[config.mk]
export PLATFORM = sky130hd
export DESIGN_NAME = core_wb_arb
export DESIGN_NICKNAME = d
export VERILOG_FILES = /design/src/rtl/core_wb_arb.sv
export SDC_FILE = /design/constraint.sdc
export NUM_CORES = 1
export LEC_CHECK = 0
export ABC_AREA = 1
export CORE_MARGIN = 5
export CORE_UTILIZATION = 42
export DETAILED_ROUTE_END_ITERATION = 8
export GPL_ROUTABILITY_DRIVEN = 0
export PLACE_DENSITY = 0.82
export SLEW_MARGIN = 5
export SYNTH_ARGS = -nofsm -noshare
export SYNTH_HDL_FRONTEND = slang
export SYNTH_SLANG_ARGS = --single-unit
[constraint.sdc]
create_clock -name clk -period 3.6 [get_ports clk]
set_input_delay 1.08 -clock clk [delete_from_list [all_inputs] [get_ports clk]]
set_output_delay 1.08 -clock clk [all_outputs]
set_load 0.1 [all_outputs]
[src/rtl/core_wb_arb.sv]
// Write-back arbiter for the GPR file's single write port, plus a scoreboard
// of destination registers with results still in flight.
module core_wb_arb #(
    parameter int DATA_W = 32,
    parameter int ADDR_W = 4,
    parameter int NREGS  = 15
) (
    input  logic              clk,
    input  logic              rst,
    input  logic              alu_valid,
    input  logic [ADDR_W-1:0] alu_addr,
    input  logic [DATA_W-1:0] alu_data,
    output logic              alu_ready,
    input  logic              lsu_valid,
    input  logic [ADDR_W-1:0] lsu_addr,
    input  logic [DATA_W-1:0] lsu_data,
    output logic              lsu_ready,
    input  logic              mul_valid,
    input  logic [ADDR_W-1:0] mul_addr,
    input  logic [DATA_W-1:0] mul_data,
    output logic              mul_ready,
    output logic              wb,
    output logic [ADDR_W-1:0] wb_addr,
    output logic [DATA_W-1:0] wb_data,
    input  logic              sb_set,
    input  logic [ADDR_W-1:0] sb_addr,
    input  logic [ADDR_W-1:0] rega_addr,
    input  logic [ADDR_W-1:0] regb_addr,
    input  logic [ADDR_W-1:0] dst_addr,
    output logic              rega_busy,
    output logic              regb_busy,
    output logic              dst_busy
);

    localparam int NBUSY = 1 << ADDR_W;

    logic [1:0]        rr_q, rr_d;
    logic              wb_q, wb_d;
    logic [ADDR_W-1:0] wb_addr_q, wb_addr_d;
    logic [DATA_W-1:0] wb_data_q, wb_data_d;
    logic [NBUSY-1:0]  busy_q, busy_d;

    logic [3:0]        valid;
    logic [3:0]        grant;
    logic [2:0]        pos;
    logic [ADDR_W-1:0] sel_addr;
    logic [DATA_W-1:0] sel_data;

    function automatic logic in_range(input logic [ADDR_W-1:0] a);
        return int'(a) < NREGS;
    endfunction

    // Search rr, rr+1, rr+2 (mod 3); valid/grant carry a spare bit so the
    // 2-bit search index never selects outside the vector.
    always_comb begin
        valid = {1'b0, mul_valid, lsu_valid, alu_valid};
        grant = '0;
        pos   = '0;
        for (int unsigned k = 0; k < 3; k++) begin
            pos = {1'b0, rr_q} + 3'(k);
            if (pos >= 3'd3) pos = pos - 3'd3;
            if (grant == '0 && valid[pos[1:0]]) grant[pos[1:0]] = 1'b1;
        end
        if (rst) grant = '0;
    end

    always_comb begin
        sel_addr = mul_addr;
        sel_data = mul_data;
        rr_d     = rr_q;
        if (grant[0]) begin
            sel_addr = alu_addr;
            sel_data = alu_data;
            rr_d     = 2'd1;
        end else if (grant[1]) begin
            sel_addr = lsu_addr;
            sel_data = lsu_data;
            rr_d     = 2'd2;
        end else if (grant[2]) begin
            rr_d     = 2'd0;
        end
    end

    // Out-of-range results are consumed silently and leave the port idle.
    always_comb begin
        wb_d      = (grant != '0) && in_range(sel_addr);
        wb_addr_d = wb_d ? sel_addr : wb_addr_q;
        wb_data_d = wb_d ? sel_data : wb_data_q;
    end

    // Set is applied after clear so a same-cycle set on the written register wins.
    always_comb begin
        busy_d = busy_q;
        if (wb_q) busy_d[wb_addr_q] = 1'b0;
        if (sb_set && in_range(sb_addr)) busy_d[sb_addr] = 1'b1;
    end

    always_ff @(posedge clk) begin
        if (rst) begin
            rr_q      <= '0;
            wb_q      <= 1'b0;
            wb_addr_q <= '0;
            wb_data_q <= '0;
            busy_q    <= '0;
        end else begin
            rr_q      <= rr_d;
            wb_q      <= wb_d;
            wb_addr_q <= wb_addr_d;
            wb_data_q <= wb_data_d;
            busy_q    <= busy_d;
        end
    end

    assign alu_ready = grant[0];
    assign lsu_ready = grant[1];
    assign mul_ready = grant[2];
    assign wb        = wb_q;
    assign wb_addr   = wb_addr_q;
    assign wb_data   = wb_data_q;
    assign rega_busy = busy_q[rega_addr];
    assign regb_busy = busy_q[regb_addr];
    assign dst_busy  = busy_q[dst_addr];

endmodule
# == Word-level counts from Yosys, hierarchy flattened ==
# Index checks and enable logic that the tools add are counted.
# word_totals
output_inout_bits,43
word_cells,87
input_bits,130
regBits,55
# op_classes
bitwise,5
mux,38
n_reduce_logical,15
order_cmp,18
addsub,5
# op_table
op,n
32-bit two-way mux,2
16-bit two-way mux,2
"4-bit by 5-bit less-than comparator with 1-bit output, second input constant",5
4-bit two-way mux,6
16-bit bitwise AND,1
16-bit NOT,1
16-bit OR,1
1-bit binary-select mux with 4-bit select,3
1-bit two-way mux,12
2-bit two-way mux,5
1-bit logical AND,9
"2-bit by 3-bit less-than comparator with 1-bit output, second input constant",3
1-bit demux with 4-bit select,2
"4-bit by 1-bit greater-or-equal comparator with 1-bit output, second input constant",2
4-bit zero test,2
"4-bit less-than comparator, second input constant",2
4-bit OR,2
1-bit binary-select mux with 2-bit select,3
1-bit demux with 2-bit select,3
"2-bit by 1-bit greater-or-equal comparator with 1-bit output, second input constant",3
"3-bit by 2-bit greater-or-equal comparator with 1-bit output, second input constant",2
"2-bit subtractor, second input constant",3
4-bit nonzero test,1
"2-bit by 1-bit adder with 3-bit output, second input constant",1
other kinds (5),5

# == Depth between registers and ports, before layout ==
# Gate-level depths: netlist (run 1).
# logic_depth
ltp_word,18
mapped_depth,23
ltp_nobuf,21

# == Least setup slack after synthesis (run 1) ==
# OpenSTA, ideal clock, no wires.
# synth_timing
path_type,input port to output port
from,input port mul_valid
to,output port mul_ready
arrival_time_ns,3.162
required_ns,2.520
stages,8
path_slack_ns,-0.642
cell_sequence,inv_1 -> o21ai_1 -> nand2_1 -> nand4_1 -> nand2_1 -> nor2_4 -> nand2_1 -> a21oi_1
# synth_between
elab_chain_len,10
word_cells_on_any_way,16
# synth_rtl
item,line,rtl
start: declaration,18,"input logic mul_valid,"
1-bit binary-select mux with 2-bit select,62,if (grant == '0 && valid[pos[1:0]]) grant[pos[1:0]] = 1'b1;
1-bit two-way mux (implied by the code),62,
4-bit two-way mux,62,
4-bit zero test,62,
1-bit logical AND,62,
4-bit two-way mux,62,
4-bit zero test,62,
1-bit logical AND,62,
4-bit two-way mux (*),62,
4-bit two-way mux (*),64,if (rst) grant = '0;
end: declaration,21,"output logic mul_ready,"
# Every way passes the cells marked *; elsewhere a longest branch is shown, timed or not. The select of a mux whose other input is x is not followed.

# == Final worst setup path (run 1) ==
# layout_timing
from,input port alu_valid
to,output port lsu_ready
# layout_between
elab_chain_len,10
word_cells_on_any_way,16
# layout_rtl
item,line,rtl
start: declaration,10,"input logic alu_valid,"
1-bit binary-select mux with 2-bit select,62,
1-bit two-way mux (implied by the code),62,
4-bit two-way mux,62,
4-bit zero test,62,
1-bit logical AND,62,
4-bit two-way mux,62,
4-bit zero test,62,
1-bit logical AND,62,
4-bit two-way mux (*),62,
4-bit two-way mux (*),64,
end: declaration,17,"output logic lsu_ready,"
# Marks and branches as above.

==> results of run 1 <==
final timing paths:
path / cells past startpoint / end / slack [ns] / startpoint
min: 2 / busy_q[15]$_SDFF_PP0_ / 0.46 / busy_q[15]$_SDFF_PP0_
max reg2reg: 23 / wb_data[10]$_SDFFE_PP0P_ / 0.48 / rr_q[0]$_SDFFE_PP0P_
min reg2reg: 2 / busy_q[15]$_SDFF_PP0_ / 0.46 / busy_q[15]$_SDFF_PP0_
max: 11 / lsu_ready / 0.006 / alu_valid
final cells by class:
type	count	area, µm²
tap	108	135
fill	752	2830
sequential	55	1100
multi-input combinational	471	2310
clock inverter	2	37.5
timing repair buffer	203	1950
inverter	65	248
clock buffer	5	68.8
state kept, by name, indices dropped and copies added, names as in the netlist:
signal   count
wb_data     32
busy_q      16
wb_addr      4
rr_q         2
wb           1
layout by cell type, fill, tap and decap left out, types with 6 or more instances in the layout:
master           synthesis  layout
nand2_1                182     173
clkdlybuf4s50_1          0     120
nor2_1                 108     108
buf_4                    0      61
inv_1                   62      59
dfxtp_1                 55      55
nand3_1                 36      32
a31oi_1                 32      32
o21ai_0                 30      28
a21oi_1                 30      28
nand2_2                  2      10
buf_12                   0       9
nand3_2                  4       8
o211ai_1                 6       6
through the flow:
step | instances | utilization [%] | setup WS (ns) | hold slack (ns) | power [mW]
after floorplan | 622 | - | 0.000554 | 0.428 | 4.60
after global placement | 899 | 65.4 | -0.191 | 0.446 | 5.75
after detailed placement | 899 | 65.4 | -0.319 | 0.455 | 5.87
after CTS | 910 | 67.2 | -0.0121 | 0.468 | 6.30
after global routing | 909 | 67.3 | -0.0658 | 0.509 | 6.84
final | 909 | 67.3 | 0.00605 | 0.462 | 6.32
per-layer routing:
layer  routed length, µm  part of all wire (%)  track usage [%]  vias up
met5                   0                     0                0        -
li1                    -                     -                -     2358
met2                7140                    54             46.2      193
met1                4700                    35             24.4     2062
met3                1140                   8.5             7.51       29
met4                 333                   2.5             7.68        0
cells by family after synthesis:
family / after synthesis / synth area share (%)
buffers and inverters: 96 / 10.6
AOI/OAI and AO/OA: 118 / 19.8
adders and majority gates: 4 / 1.35
and+or+nand+nor: 349 / 38.6
DFF: 55 / 29.6
worst min-delay path, delay by kind of cell, from the launching register on:
kind / cells / cell delay, ns
DFF: 1 / 0.32
AOI/OAI and AO/OA: 1 / 0.06
and+or+nand+nor: 1 / 0.04
timing repair:
item	4_1_cts	5_1_grt
resized for setup	24	13
setup endpoints to repair	6	5
pin swaps	5	9
endpoints found under the hold margin	0	0
cloned	1	0
hold buffers	0	0
setup buffers	3	0
power groups by stage:
stage,clock network (mW),logic (mW),registers [mW]
after global routing,0.431,5.46,0.947
after detailed placement,0,4.94,0.936
after floorplan,0,2.63,1.97
after global placement,0,4.82,0.930
final,0.396,4.99,0.926
after CTS,0.404,4.98,0.925
==> flow_summary.json, run 1 <==
{
  "status": "completed",
  "synth_area_leaders": "dfxtp_1 (30%), nand2_1 (18%), nor2_1 (11%)",
  "clkTransAtPathRegs_ns": 0.09,
  "die_h_um": 104,
  "drt-vias-per-instance": 5.11,
  "ys_ff_latch": 55,
  "num_antenna_cells": 0,
  "power.share.switching_pct": 58.7,
  "async_flop_share_pct": 0,
  "synth_area_um2": 3720,
  "setup_violations": 0,
  "num-nets-final": 935,
  "dr.pass1.iters": 4,
  "crit_family": "simple AND/OR/NAND/NOR gates",
  "tightest_slew_ns": 0.487,
  "overflow": 0,
  "min_path_type": "reg -> reg",
  "layout-drive-gt1-share_pct": 16.0,
  "crit_path_end_kind": "primary output",
  "slew_viol_final": 0,
  "p_clk_share_pct": 6.3,
  "areaGrowthSynthToFinish_pct": 57.3,
  "port_buffers": 172,
  "synth_edf_count": 0,
  "power_frac_comb_pct": 79.1,
  "synth_warnings": 0,
  "die_area_um2": 10800,
  "rsz0062_at_grt": "true",
  "fin_area_um2": 5840,
  "p_int_mw": 2.61,
  "drt_iter0_drc": 199,
  "critPathMaxFanout": 3,
  "die_w_um": 104,
  "clock_latency_ns": 0.31,
  "synth.most_common_cell": "nand2_1",
  "min_period_over_period_pct": 99.8,
  "antenna_found_initial": 0,
  "power_density_nw_per_um2": 1080,
  "remaining_drc_errors": 0,
  "p_switching_mw": 3.71,
  "arrival_ns": 2.51,
  "crit_path_max_incr_delay_ns": 0.26,
  "cts_tree": "yes",
  "synthFlopType": "dfxtp_1",
  "rows": 34,
  "skew_ns": 0.0114,
  "ant_nets": 0,
  "ir_drop_v": 0.000589,
  "netlist.area_leader.share_pct": 29.6,
  "hpwl_um": 10600,
  "ys_seq_area_share_pct": 29.6,
  "crit_buf_inv": 4,
  "power.leakage_nw": 2.64,
  "syn_inst": 622,
  "core_area_um2": 8680,
  "wl_per_cell_um": 14.7,
  "max_cap_viol_count": 0,
  "syn_nets": 756,
  "synth_common_cells": "nand2_1 (182), nor2_1 (108), inv_1 (62), dfxtp_1 (55), nand3_1 (36)",
  "slew-limit-headroom_pct": 67.5,
  "grt_pass1_vias": 4734,
  "synth_cell_types": 33,
  "cts_max_path_buffers": 2,
  "via_count": 4642,
  "placed_area_um2": 5680,
  "seq_power_share_pct": 14.7,
  "io-pin-count": 173,
  "grt_first_pass_wirelength_um": 22200,
  "initial_core_util_pct": 42.8,
  "min_period_ns": 3.59,
  "synth_area_leader_cell": "dfxtp_1",
  "crit_path_top_delay_cell": "dlygate4sd2_1",
  "cts.sinks": 55,
  "grt_usage_pct": 24.1,
  "grt_max_degree": 54,
  "finalSetupTns_ns": 0,
  "cp_data_required_time_ns": 2.52,
  "htreeDepth": 2,
  "hold_viol_final": 0,
  "cts-root-buf": "clkbuf_8",
  "critical_path_class": "in -> out",
  "numCtsBuffers": 5,
  "crit_chain": "dlygate4sd2_1 > nand2_1 > nand3_2 > nand2_2 > nand4_1 > nand2_2 > inv_1 > o21ai_1 > nand3_2 > inv_2 > buf_12",
  "wirelength_um": 13300,
  "worstSetupStartpointType": "input pin",
  "syn_avg_cell_area_um2": 5.97,
  "fmax_mhz": 278
}
Power figures use the tool's default switching activity.
==> run 2, diff against run 1 <==
Settings changed: ABC_AREA 1 to unset, CORE_UTILIZATION 42 to 41, CTS_CLUSTER_SIZE set to 25.
==> run 2 against run 1 <==
Net effect: clock-buffer cell count increased by 1; power decreased by 4.0%; critical path type unchanged; worst setup slack improved by 0.017 ns; synthesized area decreased by 8.2%.
==> flow_summary.json, run 2 <==
{
  "ys_ff_latch": 55,
  "antenna_found_initial": 0,
  "cts_tree": "yes",
  "gr-usage-met2_pct": 45.1,
  "finalSetupTns_ns": 0,
  "fmax_mhz": 280,
  "synth_area_leaders": "dfxtp_1 (32%), mux4_2 (9.9%), a32o_1 (9.4%)",
  "io-pin-count": 173,
  "dp_slack_ns": -0.410,
  "power_density_nw_per_um2": 1090,
  "grt_max_degree": 39,
  "drt_iter0_drc": 214,
  "clkTransAtPathRegs_ns": 0.10,
  "status": "completed",
  "power.leakage_nw": 2.10,
  "largest_reg_flops": 32,
  "htreeDepth": 2,
  "core_area_um2": 8180,
  "max_cap_viol_count": 0,
  "rows": 33,
  "synth_warnings": 0,
  "syn_inst": 404,
  "use_met3_pct": 6.61,
  "num-nets-final": 720,
  "die_h_um": 101,
  "numCtsBuffers": 5,
  "min_period_ns": 3.58,
  "slew_viol_final": 0,
  "async_flop_share_pct": 0,
  "netlist.area_leader.share_pct": 32.3,
  "r2r_slack_ns": 0.54,
  "synth_cell_types": 51,
  "synth_area_um2": 3410,
  "worstHoldStart": "busy_q[15]$_SDFF_PP0_",
  "areaGrowthSynthToFinish_pct": 63.0,
  "mostFrequentLayoutCells": "clkdlybuf4s50_1 (119), buf_4 (68), dfxtp_1 (55)",
  "hold_viol_final": 0,
  "setup_violations": 0,
  "cp_data_required_time_ns": 2.52,
  "wirelength_um": 13000,
  "die_w_um": 101,
  "drt-vias-per-instance": 5.94,
  "syn_avg_cell_area_um2": 8.44,
  "hold_end": "busy_q[15]$_SDFF_PP0_",
  "synth_area_leader_cell": "dfxtp_1",
  "cts_max_path_buffers": 2,
  "rsz0062_at_grt": "true",
  "die_area_um2": 10200,
  "grt_usage_pct": 24.8,
  "remaining_drc_errors": 0,
  "worstSetupStartpoint": "alu_valid",
  "synth.most_common_cell": "dfxtp_1",
  "crit_path_end_kind": "primary output",
  "grt_pass1_vias": 4321,
  "final_common_cell": "clkdlybuf4s50_1",
  "rr_startpoint": "rr_q[0]$_SDFFE_PP0P_",
  "hpwl_um": 10100,
  "worstSetupStartpointType": "input pin",
  "critical_path_class": "in -> out",
  "slew-limit-headroom_pct": 72.0,
  "initial_core_util_pct": 41.7,
  "synth_edf_count": 0,
  "instances_no_fill": 692,
  "syn_nets": 538,
  "timing.rr.end": "wb_data[29]$_SDFFE_PP0P_",
  "cts.sinks": 55,
  "synthFlopType": "dfxtp_1",
  "grt_use_met1_pct": 26.6,
  "dp_cells": 681,
  "reg2regPathDepth": 12,
  "skew_ns": 0.0102,
  "layout-drive-gt1-share_pct": 21.1,
  "min_path_type": "reg -> reg",
  "grt_first_pass_wirelength_um": 20400,
  "ir_drop_v": 0.000877,
  "grt-busiest-layer": "met2",
  "setup_slack_ns": 0.0234,
  "clock_latency_ns": 0.31,
  "whs_path_depth": 1,
  "synth_common_cells": "dfxtp_1 (55), nand2_1 (54), a21oi_1 (50), nor2_1 (42)",
  "cts-root-buf": "clkbuf_8",
  "critPathMaxFanout": 3,
  "via_count": 4113,
  "num_antenna_cells": 0,
  "arrival_ns": 2.50,
  "overflow": 0,
  "ant_nets": 0,
  "ys_seq_area_share_pct": 32.3,
  "tightest_slew_ns": 0.414,
  "min_period_over_period_pct": 99.3,
  "dr.pass1.iters": 5,
  "port_buffers": 172,
  "wl_per_cell_um": 18.8
}
## run 2: changes by cell type in the layout (fill, tap and decap cells not counted), sizes merged, moves of 30 or more
| cell | change |
|---|---|
| nand2 | -131 |
| nor2 | -72 |
| inv | -54 |
| a32o | +32 |
| nand3 | -32 |
| a31oi | -30 |
## run 2: repair_timing
| item | CTS | global route |
|---|---|---|
| resized for setup | 29 | 13 |
| pin swaps | 5 | 5 |
| setup endpoints to repair | 6 | 4 |
| hold buffers | 0 | 0 |
| buffers inserted | 2 | 1 |
## run 2: worst max-delay path by stage
stage	end	slack, ns	cells past startpoint
6_report	lsu_ready	0.02	7
5_1_grt	lsu_ready	-0.01	8
4_1_cts	rega_busy	0.004	4
3_5_place_dp	regb_busy	-0.41	4
3_3_place_gp	regb_busy	-0.38	4
2_1_floorplan	alu_ready	-0.27	7
## run 2: area by class of cell
| cell class | instances | area, µm² |
|---|---|---|
| clock buffers | 6 | 72.6 |
| clock inverters | 2 | 60.1 |
| fillers | 658 | 2620 |
| inverters | 11 | 41.3 |
| multi-input cells | 307 | 2190 |
| flip-flops and latches | 55 | 1100 |
| well taps | 105 | 131 |
| repair buffers | 206 | 1960 |
## run 2: cell families after synthesis
group	count (synthesis)	share of synthesized area, %
AO/OA/AOI/OAI	156	32.6
AND/OR/NAND/NOR	128	16.5
flip-flops	55	32.3
buffers and inverters	42	5.50
multiplexers	19	11.6
adder cells (fa/ha/maj)	4	1.47
## run 2: power by group
group          switching [mW]  leakage (nW)  internal (mW)  total [mW]
logic                    3.16          1.59           1.42        4.57
clock network           0.201        0.0654          0.278       0.479
registers               0.176         0.449          0.835        1.01
## run 2: per-layer routing
metal | up-vias | routed length, µm
li1 | 1909 | -
met5 | - | 0
met2 | 199 | 6780
met3 | 44 | 1100
met4 | 0 | 548
met1 | 1961 | 4570
## run 2: metrics by stage
| stage | utilization [%] | total power [mW] | area (µm²) | hold WS [ns] |
|---|---|---|---|---|
| global route | 68.0 | 6.38 | 5560 | 0.532 |
| global placement | 65.9 | 5.45 | 5390 | 0.478 |
| finish | 68.0 | 6.06 | 5560 | 0.508 |
| CTS | 67.6 | 6.04 | 5530 | 0.511 |
| detailed placement | 65.9 | 5.52 | 5390 | 0.484 |
| floorplan | - | 4.29 | 3460 | 0.446 |
## run 2: worst max-delay path, stage by stage
cell and delay (ns):
buf_8 0.10, mux2i_4 0.14, or3b_4 0.40, a21o_4 0.24, o21a_1 0.22, nor2_4 0.13, buf_12 0.18
==> run 3, diff against run 2 <==
Clock period 3.6 ns to 3.34 ns, I/O delays scaled along.
==> run 3 against run 2 <==
Net effect: the flow now finishes with violations (negative setup slack); first-iteration DRC count fell by 0.47%; utilization grew 0.83 points; clock skew fell by 0.0020 ns; clock-buffer cell count unchanged; combinational power increased by 11%; die area unchanged; clock power increased by 5.8%; largest cell class unchanged; global-route usage down 0.050 points; highest routed layer unchanged; critical endpoint unchanged; sequential share of layout area down 0.22 points.
==> flow_summary.json, run 3 (synthesis gave the netlist of run 2 again) <==
{
  "violations": "negative setup slack",
  "status": "finished with violations",
  "overflow": 0,
  "die_w_um": 101,
  "p_int_mw": 2.84,
  "ant_nets": 0,
  "final_util_pct": 68.8,
  "numCtsBuffers": 5,
  "power.leakage_nw": 2.15,
  "drt_iter0_drc": 213,
  "wl_per_cell_um": 18.2,
  "areaGrowthSynthToFinish_pct": 65.0,
  "critical_path_class": "in -> out",
  "power_density_nw_per_um2": 1180,
  "grt_first_pass_wirelength_um": 20400,
  "num-nets-final": 726,
  "io-pin-count": 173,
  "min_period_over_period_pct": 100,
  "drt-vias-per-instance": 5.78,
  "wirelength_um": 12700,
  "grt_pass1_vias": 4277,
  "ir_drop_v": 0.000862,
  "min_period_ns": 3.35,
  "slew_viol_final": 0,
  "clock_latency_ns": 0.30,
  "fillers": 648,
  "rows": 33,
  "die_h_um": 101,
  "max_cap_viol_count": 0,
  "ctsHoldBuffers": 0,
  "grt_usage_pct": 24.8,
  "grt_max_degree": 39,
  "cts_max_path_buffers": 2,
  "grt_use_met1_pct": 27.5,
  "setup_violations": 2,
  "hold_viol_final": 0,
  "power_frac_comb_pct": 76.0,
  "dr.pass1.iters": 5,
  "cts_tree": "yes",
  "p_switching_mw": 3.80,
  "num_antenna_cells": 0,
  "arrival_ns": 2.35,
  "cts-root-buf": "clkbuf_8",
  "port_buffers": 172,
  "min_path_type": "reg -> reg",
  "regArea_um2": 1100,
  "skew_ns": 0.00815,
  "use_met3_pct": 6.20,
  "clkTransAtPathRegs_ns": 0.09,
  "multiInputGateArea_um2": 2180,
  "critPathMaxFanout": 3,
  "finalSetupTns_ns": -0.0158,
  "rsz0062_at_grt": "true",
  "setup_slack_ns": -0.0122,
  "via_count": 4036,
  "mostFrequentLayoutCells": "clkdlybuf4s50_1 (119), buf_4 (72), nand2_1 (54), dfxtp_1 (54), a21oi_1 (50)",
  "worstSetupStartpointType": "input pin",
  "largest_reg_flops": 32,
  "cts.sinks": 55,
  "p_clk_share_pct": 7.6,
  "remaining_drc_errors": 0,
  "seq_power_share_pct": 16.4,
  "core_area_um2": 8180,
  "crit_path_end_kind": "primary output",
  "initial_core_util_pct": 41.7,
  "grt-busiest-layer": "met2",
  "fmax_mhz": 298,
  "gr-usage-met2_pct": 45.9,
  "cp_data_required_time_ns": 2.34,
  "die_area_um2": 10200,
  "slew-limit-headroom_pct": 72.2,
  "tightest_slew_ns": 0.417,
  "htreeDepth": 2,
  "power.share.switching_pct": 57.2,
  "layout-drive-gt1-share_pct": 22.1,
  "final_common_cell": "clkdlybuf4s50_1",
  "antenna_found_initial": 0,
  "hpwl_um": 10100
}
[run 3: cell types whose count changed in the layout (fill, tap and decap cells not counted), sizes merged]
cell	before	now
clkbuf	8	6
buf	83	93
clkdlybuf4s15	2	0
[run 3: worst paths after layout]
path                         startpoint  slack (ns)                       end  cells after the start
hold / removal    busy_q[15]$_SDFF_PP0_        0.50     busy_q[15]$_SDFF_PP0_                      1
hold reg to reg   busy_q[15]$_SDFF_PP0_        0.50     busy_q[15]$_SDFF_PP0_                      1
setup reg to reg   rr_q[0]$_SDFFE_PP0P_        0.38  wb_data[29]$_SDFFE_PP0P_                     12
setup / recovery              alu_valid       -0.01                 lsu_ready                      7
[run 3: what timing repair did]
action                     in CTS  in global routing
gates cloned                    0                  0
buffers inserted                1                  0
pin swaps                       7                  1
setup endpoints to repair      38                  6
gates resized for setup        49                  5
[run 3: layout make-up]
cell class,count,area share [%]
Clock inverter,2,1.07
Tap cell,105,2.34
Clock buffer,6,1.29
Inverter,11,0.734
Timing Repair Buffer,212,36.1
Multi-Input combinational cell,307,38.8
Sequential cell,55,19.6
[run 3: critical path, stage by stage]
cell and delay (ns):
buf_2 0.12, mux2i_4 0.15, or3b_1 0.36, a21o_1 0.20, o21a_1 0.22, nor2_4 0.11
buf_12 0.18
[run 3: routing by layer]
metal	share of wire (%)	vias to the layer above
met5	0	-
met4	2.2	0
met3	8.6	27
met2	53	192
met1	36	1901
li1	-	1916
[run 3: power by group through the flow]
| stage | Clock (mW) | Sequential [mW] | Combinational, mW |
|---|---|---|---|
| 2_1_floorplan | 0 | 2.63 | 1.98 |
| 3_3_place_gp | 0 | 1.08 | 4.96 |
| 3_5_place_dp | 0 | 1.10 | 5.02 |
| 4_1_cts | 0.515 | 1.09 | 5.06 |
| 5_1_grt | 0.550 | 1.11 | 5.35 |
| 6_report | 0.507 | 1.09 | 5.05 |
[run 3: per-stage QoR]
| stage | worst slack [ns] | hold slack, ns | power [mW] | cells | area [µm²] |
|---|---|---|---|---|---|
| floorplan | -0.375 | 0.446 | 4.62 | 404 | 3460 |
| global placement | -0.487 | 0.480 | 6.04 | 689 | 5470 |
| detailed placement | -0.548 | 0.490 | 6.12 | 689 | 5470 |
| CTS | 0.00199 | 0.507 | 6.66 | 698 | 5610 |
| global route | -0.0561 | 0.520 | 7.01 | 698 | 5630 |
| finish | -0.0122 | 0.503 | 6.64 | 698 | 5630 |
